`src/rtl/jbus_ctl_pkg.sv`:
```
// Shared types and default sizing for the jbus register-transfer controller.
// JBUS_CTL_RR_EN (see jbus_ctl.sv) selects round-robin arbitration.
package jbus_ctl_pkg;

    typedef enum logic [1:0] {
        ST_IDLE = 2'd0,
        ST_ENA  = 2'd1,
        ST_SET  = 2'd2,
        ST_ACK  = 2'd3
    } state_t;

    // Index width that stays at least one bit for degenerate sizes.
    function automatic int idx_width(input int n);
        return (n > 1) ? $clog2(n) : 1;
    endfunction

    localparam int NREQ_DEF = 4;
    localparam int NREG_DEF = 4;
    localparam int SELW_DEF = idx_width(NREG_DEF);

endpackage

```
`src/rtl/jbus_ctl_if.sv`:
```
// Requester/register-bus bundle between the requesters and jbus_ctl.
// slave is the controller side, master the requester/register-file side.
interface jbus_ctl_if
    import jbus_ctl_pkg::*;
#(
    parameter int NREQ = NREQ_DEF,
    parameter int NREG = NREG_DEF
);
    localparam int SELW = idx_width(NREG);
    localparam int IDW  = idx_width(NREQ);

    logic [NREQ-1:0]      req;
    logic [NREQ*SELW-1:0] src;
    logic [NREQ*SELW-1:0] dst;
    logic [NREQ-1:0]      ack;
    logic                 busy;
    logic [IDW-1:0]       gnt_id;
    logic [NREG-1:0]      reg_we;
    logic [NREG-1:0]      reg_ws;

    modport slave (
        input  req, src, dst,
        output ack, busy, gnt_id, reg_we, reg_ws
    );

    modport master (
        output req, src, dst,
        input  ack, busy, gnt_id, reg_we, reg_ws
    );

endinterface

```
`src/rtl/jbus_arb.sv`:
```
// Combinational arbiter: first requester found searching upward from ptr
// (wrapping) wins. With ptr tied to zero this is lowest-index priority.
module jbus_arb #(
    parameter int NREQ = 4,
    parameter int IDW  = 2
) (
    input  logic [NREQ-1:0] req,
    input  logic [IDW-1:0]  ptr,
    output logic [IDW-1:0]  winner,
    output logic            valid
);

    always_comb begin
        int idx;
        idx    = 0;
        winner = '0;
        valid  = 1'b0;
        // Scan from the far end back toward ptr so the last hit is the nearest.
        for (int k = NREQ - 1; k >= 0; k--) begin
            idx = (int'(ptr) + k) % NREQ;
            if (req[idx]) begin
                winner = IDW'(idx);
                valid  = 1'b1;
            end
        end
    end

endmodule

```
`src/rtl/jdecoder.sv`:
```
// Gate-level binary-to-one-hot decoder: y[k] is the AND of the input bits
// matching the binary pattern of k (true or inverted literal per bit).
module jdecoder #(
    parameter int N  = 2,
    parameter int N2 = 4
) (
    input  logic [N-1:0]  a,
    output logic [N2-1:0] y
);

    genvar gi, bi;
    for (gi = 0; gi < N2; gi++) begin : g_out
        logic [N-1:0] term;
        for (bi = 0; bi < N; bi++) begin : g_bit
            if (((gi >> bi) & 1) == 1) begin : g_true
                assign term[bi] = a[bi];
            end else begin : g_inv
                assign term[bi] = ~a[bi];
            end
        end
        assign y[gi] = &term;
    end

endmodule

```
`src/rtl/jbus_ctl.sv`:
```
// Register-bus transfer controller: arbitrates requesters and sequences
// ENA/SET/ACK. Define JBUS_CTL_RR_EN for round-robin, else fixed priority.
module jbus_ctl
    import jbus_ctl_pkg::*;
#(
    parameter int NREQ = NREQ_DEF,
    parameter int NREG = NREG_DEF
) (
    input  logic          clk,
    input  logic          reset,
    jbus_ctl_if.slave     bus
);

    localparam int SELW = idx_width(NREG);
    localparam int IDW  = idx_width(NREQ);

    state_t          state_reg, state_next;
    logic [IDW-1:0]  win_reg, win_next;
    logic [SELW-1:0] src_reg, src_next;
    logic [SELW-1:0] dst_reg, dst_next;

    logic [NREQ-1:0] ack_reg, ack_next;
    logic            busy_reg, busy_next;
    logic [NREG-1:0] we_reg, we_next;
    logic [NREG-1:0] ws_reg, ws_next;

    logic [IDW-1:0]  ptr;
    logic [IDW-1:0]  arb_win;
    logic            arb_valid;
    logic [NREG-1:0] src_oh, dst_oh;

    jbus_arb #(.NREQ(NREQ), .IDW(IDW)) u_arb (
        .req    (bus.req),
        .ptr    (ptr),
        .winner (arb_win),
        .valid  (arb_valid)
    );

`ifdef JBUS_CTL_RR_EN
    logic [IDW-1:0] ptr_reg;

    always_ff @(posedge clk or posedge reset) begin
        if (reset)
            ptr_reg <= '0;
        else if (state_reg == ST_IDLE && arb_valid)
            ptr_reg <= (arb_win == IDW'(NREQ - 1)) ? '0 : arb_win + 1'b1;
    end

    assign ptr = ptr_reg;
`else
    assign ptr = '0;
`endif

    // Transfer parameters are captured only in IDLE; later input changes are ignored.
    always_comb begin
        state_next = state_reg;
        win_next   = win_reg;
        src_next   = src_reg;
        dst_next   = dst_reg;
        case (state_reg)
            ST_IDLE: begin
                if (arb_valid) begin
                    win_next   = arb_win;
                    src_next   = bus.src[arb_win*SELW +: SELW];
                    dst_next   = bus.dst[arb_win*SELW +: SELW];
                    state_next = (src_next == dst_next) ? ST_ACK : ST_ENA;
                end
            end
            ST_ENA:  state_next = ST_SET;
            ST_SET:  state_next = ST_ACK;
            default: state_next = ST_IDLE;
        endcase
    end

    jdecoder #(.N(SELW), .N2(NREG)) u_dec_src (.a(src_next), .y(src_oh));
    jdecoder #(.N(SELW), .N2(NREG)) u_dec_dst (.a(dst_next), .y(dst_oh));

    // Outputs are decoded from the next state so they register alongside it.
    always_comb begin
        busy_next = (state_next != ST_IDLE);
        we_next   = (state_next == ST_ENA || state_next == ST_SET) ? src_oh : '0;
        ws_next   = (state_next == ST_SET) ? dst_oh : '0;
        ack_next  = '0;
        if (state_next == ST_ACK)
            ack_next[win_next] = 1'b1;
    end

    always_ff @(posedge clk or posedge reset) begin
        if (reset) begin
            state_reg <= ST_IDLE;
            win_reg   <= '0;
            src_reg   <= '0;
            dst_reg   <= '0;
            ack_reg   <= '0;
            busy_reg  <= 1'b0;
            we_reg    <= '0;
            ws_reg    <= '0;
        end else begin
            state_reg <= state_next;
            win_reg   <= win_next;
            src_reg   <= src_next;
            dst_reg   <= dst_next;
            ack_reg   <= ack_next;
            busy_reg  <= busy_next;
            we_reg    <= we_next;
            ws_reg    <= ws_next;
        end
    end

    assign bus.ack    = ack_reg;
    assign bus.busy   = busy_reg;
    assign bus.gnt_id = win_reg;
    assign bus.reg_we = we_reg;
    assign bus.reg_ws = ws_reg;

endmodule

```
`src/flat_wrapper.sv`:
```
// flat-port wrapper written by rule: the top's interface ports become plain ports
module jbus_ctl_flat import jbus_ctl_pkg::*;
#(
    parameter int NREQ = NREQ_DEF,
    parameter int NREG = NREG_DEF
)
  (clk, reset, bus_req, bus_src, bus_dst, bus_ack, bus_busy, bus_gnt_id, bus_reg_we, bus_reg_ws);
  jbus_ctl_if #(.NREQ(NREQ), .NREG(NREG)) bus_i ();
  input  logic clk;
  input  logic reset;
  input wire logic [$bits(bus_i.req)-1:0] bus_req;
  input wire logic [$bits(bus_i.src)-1:0] bus_src;
  input wire logic [$bits(bus_i.dst)-1:0] bus_dst;
  output wire logic [$bits(bus_i.ack)-1:0] bus_ack;
  output wire logic [$bits(bus_i.busy)-1:0] bus_busy;
  output wire logic [$bits(bus_i.gnt_id)-1:0] bus_gnt_id;
  output wire logic [$bits(bus_i.reg_we)-1:0] bus_reg_we;
  output wire logic [$bits(bus_i.reg_ws)-1:0] bus_reg_ws;
  assign bus_i.req = bus_req;
  assign bus_i.src = bus_src;
  assign bus_i.dst = bus_dst;
  assign bus_ack = bus_i.ack;
  assign bus_busy = bus_i.busy;
  assign bus_gnt_id = bus_i.gnt_id;
  assign bus_reg_we = bus_i.reg_we;
  assign bus_reg_ws = bus_i.reg_ws;
  jbus_ctl #(.NREQ(NREQ), .NREG(NREG)) u_core (.clk(clk), .reset(reset), .bus(bus_i));
endmodule
```
`config.mk`:
```
export PLATFORM = sky130hd
export DESIGN_NAME = jbus_ctl_flat
export DESIGN_NICKNAME = d
export VERILOG_FILES = /design/src/rtl/jbus_ctl_pkg.sv /design/src/rtl/jbus_ctl_if.sv /design/src/rtl/jbus_arb.sv /design/src/rtl/jdecoder.sv /design/src/rtl/jbus_ctl.sv /design/src/flat_wrapper.sv
export SDC_FILE = /design/constraint.sdc
export NUM_CORES = 1
export LEC_CHECK = 0
export CORE_MARGIN = 4
export CORE_UTILIZATION = 25
export DETAILED_ROUTE_END_ITERATION = 12
export GPL_TIMING_DRIVEN = 0
export HOLD_SLACK_MARGIN = 0.08
export PLACE_DENSITY = 0.58
export SYNTH_ARGS = -nofsm -noshare
export SYNTH_HDL_FRONTEND = slang
export SYNTH_SLANG_ARGS = --single-unit
```
`constraint.sdc`:
```
create_clock -name clk -period 2.65 [get_ports clk]
set_clock_uncertainty 0.15 [all_clocks]
set_input_delay 0.3975 -clock clk [delete_from_list [all_inputs] [get_ports clk]]
set_output_delay 0.3975 -clock clk [all_outputs]
set_load 0.05 [all_outputs]
```
# Word level (Yosys, flattened, before mapping)
# Index checks and enable logic that the tools add are counted.
[totals]
register_bits = 21
output_inout_bits = 15
in_bits = 22
[classes]
n_lt_le_gt_ge = 2
mux = 22
shift = 2
reduce_logical = 12
eq_ne = 6
n_bitwise = 4
[ops]
columns = ["op", "count"]
rows = [
  ["2-bit 2-to-1 mux", 12],
  ["2-bit AND reduction", 8],
  ["8-bit by 4-bit indexed part select with 2-bit output", 2],
  ["4-bit 2-to-1 mux", 3],
  ["2-bit equality test (second input constant)", 3],
  ["2-bit case mux with 3 select lines", 1],
  ["1-bit 2-to-1 mux", 5],
  ["2-bit by 1-bit equality test with 1-bit output (second input constant)", 2],
  ["1-bit NOT", 4],
  ["2-bit by 3-bit less-than comparator with 1-bit output (second input constant)", 1],
  ["1-bit demux with 2-bit select", 1],
  ["2-bit equality test", 1],
  ["2-bit by 1-bit greater-or-equal comparator with 1-bit output (second input constant)", 1],
  ["2-bit zero test", 1],
  ["2-bit nonzero test", 1],
  ["1-bit logical AND", 1],
  ["1-bit logical OR", 1],
]

# Depth between registers and ports, before layout
# Gate-level depths: netlist of run 1.
[logic_depth]
depth_word = 12
ltp_mapped = 10

# By module
# From an unflattened synthesis of run 1, not the netlist that was laid out.
[unflattened]
cells_unflattened = 100
hier_area_um2 = 1191.1
[by_module_without_submodules]
columns = ["module", "cells_each", "seq_area_each_um2", "instances", "area_each_um2"]
rows = [
  ["jbus_ctl", 79, 525.5, 1, 1061.0],
  ["jbus_arb", 13, 0.0, 1, 77.6],
  ["jdecoder", 4, 0.0, 2, 26.3],
]

# Worst setup path after synthesis of run 1
# OpenSTA, ideal clock, no wires.
[synth_path]
path_type = "input -> register"
startpoint = "input bus_req[0]"
endpoint = "register u_core.we_reg[0] (netlist: u_core.bus.reg_we[0])"
t_required_ns = 2.414
stages = 10
arrival_ns = 1.999
setup_time_ns = 0.086
setup_slack_ns = 0.415
path_cell_list = "buf_6 -> or2_1 -> buf_2 -> or3_1 -> nand2_1 -> a21o_1 -> o211ai_1 -> ha_1 -> inv_1 -> nor3_1"
[synth_between]
elab_chain_cells = 9
[synth_lines]
columns = ["element", "line_no", "rtl"]
rows = [
  ["from (decl)", "flat_wrapper.sv:11", "input wire logic [$bits(bus_i.req)-1:0] bus_req;"],
  ["2-bit 2-to-1 mux", "jbus_arb.sv:21", "if (req[idx]) begin"],
  ["8-bit by 4-bit indexed part select with 2-bit output (on tied branches)", "jbus_ctl.sv:64, jbus_ctl.sv:65", ""],
  ["2-bit equality test", "jbus_ctl.sv:66", "state_next = (src_next == dst_next) ? ST_ACK : ST_ENA;"],
  ["2-bit 2-to-1 mux", "jbus_ctl.sv:66", ""],
  ["2-bit 2-to-1 mux", "jbus_ctl.sv:62", "if (arb_valid) begin"],
  ["2-bit case mux with 3 select lines", "jbus_ctl.sv:60", "case (state_reg)"],
  ["2-bit by 1-bit equality test with 1-bit output or 2-bit equality test (tied branches)", "jbus_ctl.sv:81", "we_next = (state_next == ST_ENA || state_next == ST_SET) ? src_oh : '0;"],
  ["1-bit logical OR", "jbus_ctl.sv:81", ""],
  ["4-bit 2-to-1 mux (*)", "jbus_ctl.sv:81", ""],
  ["named net u_core.we_next[0]", "jbus_ctl.sv:24", "logic [NREG-1:0] we_reg, we_next;"],
  ["to (signal assigned)", "jbus_ctl.sv:105", "we_reg <= we_next;"],
  ["to (decl)", "jbus_ctl.sv:24", ""],
]
# Mark *: on every way through the listed nets, which the timed path passes. The rest lies on a longest branch.

# Worst setup path after layout of run 1
[layout_path]
startpoint = "input bus_req[3]"
endpoint = "register u_core.we_reg[0] (netlist: u_core.bus.reg_we[0])"
[layout_between]
elab_chain_cells = 12
[layout_lines]
columns = ["element", "line_no"]
rows = [
  ["2-bit 2-to-1 mux (4 in series)", "jbus_arb.sv:21"],
  ["8-bit by 4-bit indexed part select with 2-bit output (on tied branches)", "jbus_ctl.sv:64, jbus_ctl.sv:65"],
  ["2-bit equality test", "jbus_ctl.sv:66"],
  ["2-bit 2-to-1 mux", "jbus_ctl.sv:66"],
  ["2-bit 2-to-1 mux", "jbus_ctl.sv:62"],
  ["2-bit case mux with 3 select lines", "jbus_ctl.sv:60"],
  ["2-bit by 1-bit equality test with 1-bit output or 2-bit equality test (tied branches)", "jbus_ctl.sv:81"],
  ["1-bit logical OR", "jbus_ctl.sv:81"],
  ["4-bit 2-to-1 mux (*)", "jbus_ctl.sv:81"],
  ["named net u_core.we_next[0]", "jbus_ctl.sv:24"],
]
# Marked as above.

==> results of run 1 <==
-- cell usage after synthesis (all sizes together), types with 2 or more instances --
library cell,number
o211ai,3
nand3b,4
o21ai,9
and3,2
a21oi,8
o221ai,2
inv,14
nor2,7
a21o,4
nor3,3
ha,5
nor2b,2
or3,2
nand2b,5
or3b,2
a31oi,2
nor3b,2
o31ai,2
dfrtp,21
buf,4
nand2,11
or2b,3
a211o,2
-- cells by family after synthesis --
| logic type | share of synthesized area, % |
|---|---|
| buffers and inverters | 6.63 |
| DFF | 42.8 |
| adders and majority gates | 5.10 |
| AOI/OAI and AO/OA | 23.8 |
| and+or+nand+nor | 21.7 |
-- worst register-to-register path, delay by kind of cell (launching register included) --
family | cells | cell delay (ns)
AOI/OAI and AO/OA | 3 | 0.46
adders and majority gates | 2 | 0.63
buffers and inverters | 2 | 0.16
DFF | 1 | 0.43
and+or+nand+nor | 1 | 0.18
-- worst min path at each step --
stage	slack (ns)	endpoint
4_1_cts	0.39	u_core.dst_reg[1]
5_1_grt	0.43	u_core.dst_reg[1]
3_5_place_dp	0.37	u_core.dst_reg[1]
3_3_place_gp	0.36	u_core.dst_reg[1]
2_1_floorplan	0.22	u_core.bus.ack[0]
6_report	0.38	u_core.dst_reg[1]
-- timing repair --
action,CTS,global route
endpoints found under the setup margin,7,4
buffers inserted,1,2
resized for setup,4,2
pin swaps,1,3
-- per-layer routing --
| metal | global-route usage [%] | routed length, um | vias up |
|---|---|---|---|
| li1 | - | - | 525 |
| met4 | 1.05 | 0 | 0 |
| met1 | 11.6 | 1250 | 478 |
| met5 | 0 | 0 | - |
| met3 | 4.01 | 209 | 0 |
| met2 | 15.0 | 1270 | 29 |
-- power by group --
part | leakage, nW | switching [mW] | internal, mW
combinational | 0.489 | 0.659 | 0.384
sequential | 0.270 | 0.0516 | 0.445
clock | 0.0255 | 0.0993 | 0.105
total | 0.785 | 0.810 | 0.933
-- layout make-up --
class | instances | share of cell area [%]
multi-input cells | 87 | 36.1
well taps | 67 | 4.82
inverters | 14 | 3.02
flip-flops and latches | 21 | 30.2
repair buffers | 38 | 21.3
clock inverters | 1 | 0.288
plain buffers | 4 | 1.87
clock buffers | 3 | 2.37
==> run metrics, run 1 <==
Tcrit/Tclk final=95.1%; most frequent cells in the layout=33 x clkdlybuf4s50_1, 21 x dfrtp_1, 13 x inv_1; final setup fails=0; Fin. Hold Viols=0; Slowest-stage cell, CP=clkdlybuf4s50_1; # DRC=0; synth top area cells=dfrtp_1 43%, ha_1 5.1%, inv_1 4.3%; fmax=0.397 GHz; Total Wirelength=2730 um; Yosys top cell area share=42.8%; Port Buffer Count=35; Worst Setup SP=bus_req[3]; syn nets=153; Design Power=1.74 mW; most common cell after layout, fill and taps aside=clkdlybuf4s50_1; Worst slew margin=48.8%; fin nets=196; DR vias=1032; final std cells w/o fill=235; Clock Pin Slew Worst Setup and Hold Paths=0.08 ns; Multi-input gate area=628 um^2; FILL cells=510; status=completed; min cycle time layout=2.52 ns; fraction of layout cells with a size suffix above 1=14.3%; flops & latches, synth=21; post-DR vias/cell=4.39; DR iter-0 viols=59; CP cell instances=clkdlybuf4s50_1 > buf_6 > or3b_1 > a21oi_2 > o21ai_0 > and4_1 > o211ai_1 > ha_1 > inv_2 > nor3_1; Starting Density=25.8%; largest net degree at the start of global routing=22; area delta synth->final=41.7%; Unique masters post-synth=36; register area=526 um^2; H-tree level count=1; Antenna Nets Post-Route=0; Critical Path End=u_core.bus.reg_we[0]; Placed Cells=228; Hold Path Stages=2; stages on the worst setup path=10; core area=0.00475 mm^2; RSZ-0062 raised after global routing=true; Crit Path Category=input pin to flop; Overflow after GRT=0; sequential share of the synthesized area=42.8%; Die Wd=78.1 um; Final Worst Setup Slack=0.131 ns; Static Leak=0.785 nW; die area=0.00609 mm^2; Cell Area, Synth=0.00123 mm^2; worst-case clock buffer depth=2; area leader, netlist=dfrtp_1; Mean Syn Cell Area=9.74 um^2; PD cells=1000 mW/mm^2; CP arrival=2.51 ns; max-slew violations=0; setup TNS=0 ns; FFs w/ async S/R, synth=100%; Setup crit end kind=flop; DP HPWL=2120 um; placed cell areas=0.00166 mm^2; Post-CTS Hold Buffers=0; worst path buffer plus inverter count=3; measured slew at the worst slew-check pin=0.767 ns; drt first pass iters=4; Synth Instances=126; Inserted Diodes=0; initial antenna violation count=0; worst hold margin=0.382 ns; Synth Warn #=0; Worst R2R End=u_core.bus.reg_we[2]; Top Family by Delay on Critical Path=buffers and inverters; CTS tree=done; FF-to-FF path depth=8; average wire per standard cell=11.6 um; worst-skew pair later-pin latency=0.26 ns; reg-to-reg startpoint=u_core.state_reg[1]; Hold WC Path Type=flop to flop; Vert. Die Dim=78.1 um; CP startpoint kind=input pin; reg-to-reg setup timing slack=0.56 ns; RD Place Congestion=0.709; crit-path max FO=10; vias in the first global route=981; global-route wire length before repair=4520 um; Peak supply drop=0.406 mV; Crit path required time=2.64 ns; Ports=37; Final Util=36.6%; all-layer global routing usage=9.19%; Placement Setup Slack=-0.396 ns; post-route cell area=0.00174 mm^2; CP peak stage delay=0.50 ns; cts bufs inserted=3; Max-cap violations=0; hold_sp=u_core.dst_reg[1]; EDFF count, synth=0; Root Driver=clkbuf_8; Post-synth top flop=dfrtp_1; CTS Sinks=21; Rows=25
(Power assumes the default switching activity.)
==> inputs of run 2 (changes only) <==
--- a/config.mk
+++ b/config.mk
@@ -10,6 +10,7 @@
 export DETAILED_ROUTE_END_ITERATION = 12
 export GPL_TIMING_DRIVEN = 0
 export HOLD_SLACK_MARGIN = 0.08
+export MAX_ROUTING_LAYER = met4
 export PLACE_DENSITY = 0.58
 export SYNTH_ARGS = -nofsm -noshare
 export SYNTH_HDL_FRONTEND = slang
==> run 2 against run 1 <==
Sequential share of layout area unchanged; routed wire length rose by 0.15%; fmax barely moved; cell area stayed put; register-to-register slack about the same; core utilization unchanged; critical path type unchanged.
==> run metrics, run 2 (same netlist as run 1, synthesis figures left out) <==
Top Family by Delay on Critical Path=buffers and inverters; post-DR vias/cell=4.43 (+0.78%); Overflow after GRT=0 (unchanged); # DRC=0 (unchanged); PD cells=1000 mW/mm^2 (about the same); largest net degree at the start of global routing=22 (unchanged); Design Power=1.74 mW (about the same); measured slew at the worst slew-check pin=0.767 ns (+0.000611 ns); final std cells w/o fill=235 (unchanged); Placed Cells=228 (unchanged); DR iter-0 viols=57 (-3.4%); Port Buffer Count=35 (unchanged); Die Wd=78.1 um (unchanged); Hold WC Path Type=flop to flop; Starting Density=25.8% (unchanged); die area=0.00609 mm^2 (unchanged); fin nets=196 (unchanged); Root Driver=clkbuf_8; crit-path max FO=10 (unchanged); global-route wire length before repair=4530 um (+0.15%); Vert. Die Dim=78.1 um (unchanged); worst-skew pair later-pin latency=0.26 ns (about the same); min cycle time layout=2.52 ns (-0.000938 ns); Tcrit/Tclk final=95.0% (about the same); Clock Pin Slew Worst Setup and Hold Paths=0.08 ns (about the same); vias in the first global route=977 (-0.41%); worst path buffer plus inverter count=3 (unchanged); Crit Path Category=input pin to flop; H-tree level count=1 (unchanged); Ports=37 (unchanged); Final Util=36.6% (unchanged); most common cell after layout, fill and taps aside=clkdlybuf4s50_1; fraction of layout cells with a size suffix above 1=14.3% (unchanged); CP cell instances=clkdlybuf4s50_1 > buf_6 > or3b_1 > a21oi_2 > o21ai_0 > and4_1 > o211ai_1 > ha_1 > inv_2 > nor3_1; CP arrival=2.51 ns (about the same); DR vias=1040 (+0.78%); Slowest-stage cell, CP=clkdlybuf4s50_1; RD Place Congestion=0.717 (+1.1%); max-slew violations=0 (unchanged); Total Wirelength=2730 um (+0.15%); Peak supply drop=0.407 mV (+0.31%); Setup crit end kind=flop; fmax=0.397 GHz (about the same); all-layer global routing usage=9.47% (+0.28 points); DP HPWL=2120 um (unchanged); most frequent cells in the layout=33 x clkdlybuf4s50_1, 21 x dfrtp_1, 13 x inv_1; RSZ-0062 raised after global routing=true; CTS Sinks=21 (unchanged); Post-CTS Hold Buffers=0 (unchanged); initial antenna violation count=0 (unchanged); drt first pass iters=4 (unchanged); Static Leak=0.785 nW (unchanged); CP peak stage delay=0.50 ns (about the same); cts bufs inserted=3 (unchanged); Rows=25 (unchanged); Placement Setup Slack=-0.396 ns (unchanged); Max-cap violations=0 (unchanged); Crit path required time=2.64 ns (about the same); Fin. Hold Viols=0 (unchanged); Final Worst Setup Slack=0.132 ns (+0.000938 ns); worst-case clock buffer depth=2 (unchanged); status=completed; CP startpoint kind=input pin; Inserted Diodes=0 (unchanged); CTS tree=done; average wire per standard cell=11.6 um (+0.15%); final setup fails=0 (unchanged); core area=0.00475 mm^2 (unchanged); Antenna Nets Post-Route=0 (unchanged); Worst slew margin=48.8% (about the same); area delta synth->final=41.7% (unchanged)
-- run 2: cell counts in the layout (fill, tap and decap cells not counted) --
No cell type changed its count.
-- run 2: where the power goes --
group	internal (mW)	leakage, nW	total (mW)	switching (mW)
clock network	0.105	0.0255	0.204	0.0993
logic	0.384	0.489	1.04	0.659
registers	0.445	0.270	0.496	0.0515
total	0.933	0.785	1.74	0.810
-- run 2: metrics by stage --
| step | area [um^2] | setup TNS [ns] | hold WS [ns] |
|---|---|---|---|
| final | 1740 | 0 | 0.382 |
| after global routing | 1740 | -0.0172 | 0.426 |
| after CTS | 1720 | 0 | 0.388 |
| after detailed placement | 1660 | -2.74 | 0.372 |
| after global placement | 1660 | -2.74 | 0.359 |
| after floorplan | 1230 | 0 | 0.224 |
-- run 2: worst paths after layout --
path                                        endpoint                 from  cells past startpoint  slack [ns]
worst max-delay path            u_core.bus.reg_we[0]           bus_req[3]                     10        0.13
worst min-delay path               u_core.dst_reg[1]    u_core.dst_reg[1]                      2        0.38
worst max register to register  u_core.bus.reg_we[2]  u_core.state_reg[1]                      8        0.55
worst min register to register     u_core.dst_reg[1]    u_core.dst_reg[1]                      2        0.38
max in group asynchronous          u_core.src_reg[0]                reset                      2        1.44
min in group asynchronous        u_core.state_reg[0]                reset                      2        0.43
-- run 2: worst reg2reg max path, cell delays in order, from the launching register on --
cell      delay (ns)
dfrtp_1         0.44
inv_1           0.10
ha_1            0.30
o21ai_0         0.13
a21oi_1         0.20
o211ai_1        0.13
ha_1            0.33
inv_2           0.06
nor3b_2         0.18
-- run 2: routing by layer --
metal / global-route usage [%] / wire, um / vias to the layer above
li1: - / - / 525
met4: 1.05 / 0 / 0
met2: 14.9 / 1280 / 35
met5: - / 0 / -
met1: 11.9 / 1240 / 480
met3: 3.78 / 211 / 0
-- run 2: timing repair --
item,4_1_cts,5_1_grt
gates resized for setup,4,2
setup endpoints to repair,7,4
setup buffers,1,2
pin swaps,1,3
endpoints found under the hold margin,0,0
-- run 2: area by class of cell --
| type | instances | area, um^2 |
|---|---|---|
| fillers | 510 | 3020 |
| inverters | 14 | 52.6 |
| plain buffers | 4 | 32.5 |
| well taps | 67 | 83.8 |
| repair buffers | 38 | 370 |
| multi-input cells | 87 | 628 |
| clock inverters | 1 | 5.00 |
| clock buffers | 3 | 41.3 |
| flip-flops and latches | 21 | 526 |
